===== src/rtl/router_psum_read.sv =====
// Streams stored partial sums from the psum GLB into the PE cluster, one word per column per trigger.
// Optional PSUM_READ_ZERO_INIT_EN: iteration 0 sends zeros instead of reading the GLB.
module router_psum_read #(
  parameter int DATA_BITWIDTH     = 16,
  parameter int ADDR_BITWIDTH_GLB = 10,
  parameter int X_dim             = 3,
  parameter int kernel_size       = 3,
  parameter int act_size          = 5,
  parameter int PSUM_READ_ADDR    = 500,
  localparam int NUM_ITER = act_size - kernel_size + 1,
  localparam int COL_W    = (X_dim > 1) ? $clog2(X_dim) : 1,
  localparam int ITER_W   = (NUM_ITER > 1) ? $clog2(NUM_ITER) : 1
) (
  input  logic                         clk,
  input  logic                         reset,
  input  logic                         read_psum_ctrl,
  output logic                         read_req_glb_psum,
  output logic [ADDR_BITWIDTH_GLB-1:0] r_addr_glb_psum,
  input  logic [DATA_BITWIDTH-1:0]     r_data_glb_psum,
  output logic [DATA_BITWIDTH-1:0]     w_data_spad_psum,
  output logic                         load_en_spad_psum,
  input  logic                         load_ready_spad_psum,
  output logic [COL_W-1:0]             col_idx_psum,
  output logic [ITER_W-1:0]            iter_idx,
  output logic                         read_psum_done
);

  typedef enum logic [2:0] {IDLE, ISSUE, CAPTURE, SEND, DONE} state_t;

  state_t                       state_q, state_d;
  logic [COL_W-1:0]             col_q, col_d;
  logic [ITER_W-1:0]            iter_q, iter_d;
  logic [DATA_BITWIDTH-1:0]     hold_q, hold_d;
  logic [ADDR_BITWIDTH_GLB-1:0] addr_q, addr_d;
  logic                         zero_iter;

`ifdef PSUM_READ_ZERO_INIT_EN
  assign zero_iter = (iter_q == '0);
`else
  assign zero_iter = 1'b0;
`endif

  always_comb begin
    state_d = state_q;
    col_d   = col_q;
    iter_d  = iter_q;
    hold_d  = hold_q;
    addr_d  = addr_q;
    case (state_q)
      IDLE: if (read_psum_ctrl) begin
        state_d = ISSUE;
        addr_d  = ADDR_BITWIDTH_GLB'(PSUM_READ_ADDR + int'(iter_q) * X_dim);
      end
      ISSUE:   state_d = CAPTURE;
      CAPTURE: begin
        hold_d  = zero_iter ? '0 : r_data_glb_psum;
        state_d = SEND;
      end
      SEND: if (load_ready_spad_psum) begin
        if (col_q == COL_W'(X_dim - 1)) begin
          state_d = DONE;
        end else begin
          state_d = ISSUE;
          col_d   = col_q + COL_W'(1);
          // Address for the next column is registered now so r_addr is stable in ISSUE.
          addr_d  = ADDR_BITWIDTH_GLB'(PSUM_READ_ADDR + int'(iter_q) * X_dim + int'(col_q) + 1);
        end
      end
      DONE: begin
        state_d = IDLE;
        col_d   = '0;
        iter_d  = (iter_q == ITER_W'(NUM_ITER - 1)) ? '0 : iter_q + ITER_W'(1);
      end
      default: state_d = IDLE;
    endcase
  end

  always_ff @(posedge clk or negedge reset) begin
    if (!reset) begin
      state_q <= IDLE;
      col_q   <= '0;
      iter_q  <= '0;
      hold_q  <= '0;
      addr_q  <= '0;
    end else begin
      state_q <= state_d;
      col_q   <= col_d;
      iter_q  <= iter_d;
      hold_q  <= hold_d;
      addr_q  <= addr_d;
    end
  end

  assign read_req_glb_psum = (state_q == ISSUE) && !zero_iter;
  assign r_addr_glb_psum   = addr_q;
  assign w_data_spad_psum  = hold_q;
  assign load_en_spad_psum = (state_q == SEND);
  assign col_idx_psum      = col_q;
  assign iter_idx          = iter_q;
  assign read_psum_done    = (state_q == DONE);

endmodule


===== config.mk =====
export PLATFORM = sky130hd
export DESIGN_NAME = router_psum_read
export DESIGN_NICKNAME = d
export VERILOG_FILES = /design/src/rtl/router_psum_read.sv
export SDC_FILE = /design/constraint.sdc
export NUM_CORES = 1
export LEC_CHECK = 0
export ABC_AREA = 1
export CORE_MARGIN = 2
export CORE_UTILIZATION = 44
export CTS_BUF_LIST = sky130_fd_sc_hd__clkbuf_4 sky130_fd_sc_hd__clkbuf_8 sky130_fd_sc_hd__clkbuf_16
export CTS_CLUSTER_SIZE = 14
export DETAILED_ROUTE_END_ITERATION = 8
export PLACE_DENSITY = 0.8
export SETUP_SLACK_MARGIN = 0.02
export SLEW_MARGIN = 40
export SYNTH_ARGS = -nofsm -noshare
export SYNTH_HDL_FRONTEND = slang
export SYNTH_SLANG_ARGS = --single-unit

===== constraint.sdc =====
create_clock -name clk -period 3.4 [get_ports clk]
set_input_delay 0.68 -clock clk [delete_from_list [all_inputs] [get_ports clk]]
set_output_delay 0.68 -clock clk [all_outputs]
set_load 0.005 [all_outputs]

==> results_dict.tcl <==
set metrics [dict create \
    r2r-end "r_addr_glb_psum[4]$_DFFE_PN0P_" \
    cts_max_path_buffers 2 \
    crit_family "buffers and inverters" \
    worstPathArrival_ns 1.72 \
    n_antenna_cell 0 \
    cts.repair.resized 0 \
    htree_levels 2 \
    nNetsFinal 239 \
    wl_um 3081 \
    met1_usage 0.2024 \
    vias_per_cell 4.602 \
    grt_pass1_vias 1156 \
    cts_sinks 32 \
    first_pass_iters 4 \
    fin_crit_sh 0.7047 \
    drive_gt1_frac 0.2417 \
    grt.overflow.total 0 \
    crit_path_end_kind "output port" \
    cts_inserted_buffers 5 \
    postLayoutCellArea_um2 2351 \
    netlist_area_um2 1670 \
    top_usage_layer "met2" \
    cts_hold_buf 0 \
    cp_slowest_cell "clkdlybuf4s50_1" \
    syn-num-nets 181 \
    drv_slew 0 \
    cap_violations 0 \
    ir_worst_vdd_uv 445.3 \
    drt_iter0_drc 35 \
    startpoint "state_q[1]$_DFFE_PN0P_" \
    hold_viol_final 0 \
    final_common_cell "clkdlybuf4s50_1" \
    post_cts_buffers 0 \
    grt_max_degree 33 \
    crit_fanout 6 \
    grt_pass1_wl_um 5181 \
    status "finished clean" \
    dieArea_um2 4305 \
    reg2reg_setup_slack_ns 1.54 \
    synth_edf_count 0 \
    synth_cells 152 \
    power.leakage_nw 1.132 \
    wl_per_cell_um 11.90 \
    cts.root.buffer_cell "clkbuf_8" \
    ios 53 \
    hold_class "flip-flop to flip-flop" \
    slowest_delay_ns 0.51 \
    dieHeight_um 65.62 \
    rows 22 \
    setup_tns_ns 0 \
    place_area_um2 2240 \
    reg2reg_depth 8 \
    ys_seq_elements 32 \
    final_cell_mix "52 x clkdlybuf4s50_1, 35 x nand2_1, 32 x dfrtp_1" \
    synthFlopType "dfrtp_1" \
    clock_latency_ns 0.28 \
    clk_pin_slew_ns 0.06 \
    crit_end "read_psum_done" \
    total_power_mw 2.343 \
    finalSetupViolCount 0 \
    synth.distinct_cells 27 \
    vias 1192 \
    final_cells 259 \
    remaining_drc_errors 0 \
    fin_skew_ns 0.004553 \
    path_class "flip-flop to output port" \
    min_period_ns 2.396 \
    die_w_um 65.62 \
    start_kind "flip-flop" \
    portBuffers 52 \
    met2_usage 0.2551 \
    path_depth 4 \
    p_per_area_nw_per_um2 996.7 \
    yosysSeqAreaShare 0.4794 \
    max_clock_freq_ghz 0.4173 \
    antenna_found_initial 0 \
    place.gp.congestion 0.7750 \
    crit_buf_inv 2 \
    cts_tree "yes" \
    nFillCells 300 \
    start_util 0.4563 \
    grt_use_total 0.1624 \
    r2r-start "iter_idx[0]$_DFFE_PN0P_" \
    grt.met3_usage 0.03596 \
    synth_area_per_cell_um2 10.99 \
    coreArea_um2 3661 \
    synthArstFlopShare 1.000 \
    crit_required_ns 2.72 \
    path_cells "nor2_1 -> nand2_1 -> inv_2 -> clkdlybuf4s50_1" \
    yosys_warnings 0 \
    rsz0062_at_grt "no" \
    min_path_cells 2 \
    dpl.cell_count 251 \
    area.growth.synth_to_final_pct 40.75 \
    dp_hpwl_um 2256 \
    ant_nets 0 \
]
logic make-up after synthesis:
family,after synthesis,synth area share
buffers and inverters,18,0.04869
and+or+nand+nor,69,0.2449
AOI/OAI and AO/OA,6,0.01947
xor gates and xnor gates,1,0.005244
other,1,0.002245
adders and majority gates,9,0.07191
DFF,32,0.4794
muxes,16,0.1281
synth_stat cells, types with 2 or more instances:
library cell	n	area [um2]
nor2_1	6	22.52
nand3_2	2	20.02
dfrtp_1	32	800.8
nand2_1	35	131.4
nand2_2	11	68.82
nand2_8	2	40.04
inv_1	12	45.04
nand2_4	3	33.78
inv_2	3	11.26
mux2_2	7	78.83
ha_1	8	100.1
mux2_4	9	135.1
nand3b_1	3	22.52
o21ai_0	5	25.02
nand3_1	2	10.01
where the power goes:
group	total, mW	switching, mW	leakage, nW	internal [mW]
combinational	1.28	0.573	0.689	0.707
clock	0.361	0.136	0.0586	0.225
sequential	0.702	0.135	0.385	0.567
registers in the layout (all words and copies together), names as in the netlist:
name and cells:
col_idx_psum 2, iter_idx 2, r_addr_glb_psum 9, state_q 3
w_data_spad_psum 16
worst min-delay path by stage:
stage                                              start                              to  slack, ns
final                     r_addr_glb_psum[5]$_DFFE_PN0P_  r_addr_glb_psum[5]$_DFFE_PN0P_       0.48
after detailed placement  r_addr_glb_psum[5]$_DFFE_PN0P_  r_addr_glb_psum[5]$_DFFE_PN0P_       0.47
after global placement    r_addr_glb_psum[7]$_DFFE_PN0P_  r_addr_glb_psum[7]$_DFFE_PN0P_       0.47
after floorplan                                    reset     col_idx_psum[0]$_DFFE_PN0P_       0.38
after global routing      r_addr_glb_psum[8]$_DFFE_PN0P_  r_addr_glb_psum[8]$_DFFE_PN0P_       0.51
after CTS                 r_addr_glb_psum[5]$_DFFE_PN0P_  r_addr_glb_psum[5]$_DFFE_PN0P_       0.49
worst min-delay path, stage by stage, from the launching register on:
cell and delay (ns):
dfrtp_1 0.36, nand2_2 0.05, nand2_1 0.04
cell type report:
class,instances,area [um2],share of cell area
multi-input combinational,102,788.3,0.3353
tap,48,60.06,0.02555
clock inverter,2,35.03,0.01490
clock buffer,6,76.32,0.03246
inverter,16,62.56,0.02661
timing repair buffer,53,528.0,0.2246
sequential,32,800.8,0.3406
metal layers:
metal	wire [um]	up-vias
li1	-	593
met1	1379	564
met2	1499	30
met3	130	5
met4	72	0
met5	0	-
stage by stage:
stage | hold slack, ns | setup slack (ns) | utilization
finish | 0.4827 | 1.004 | 0.6422
global route | 0.5121 | 0.9279 | 0.6422
CTS | 0.4871 | 0.9976 | 0.6422
detailed placement | 0.4698 | 1.310 | 0.6118
global placement | 0.4679 | 1.325 | 0.6118
floorplan | 0.3844 | 1.652 | -
Note: power is estimated with default switching activity, not from simulation.
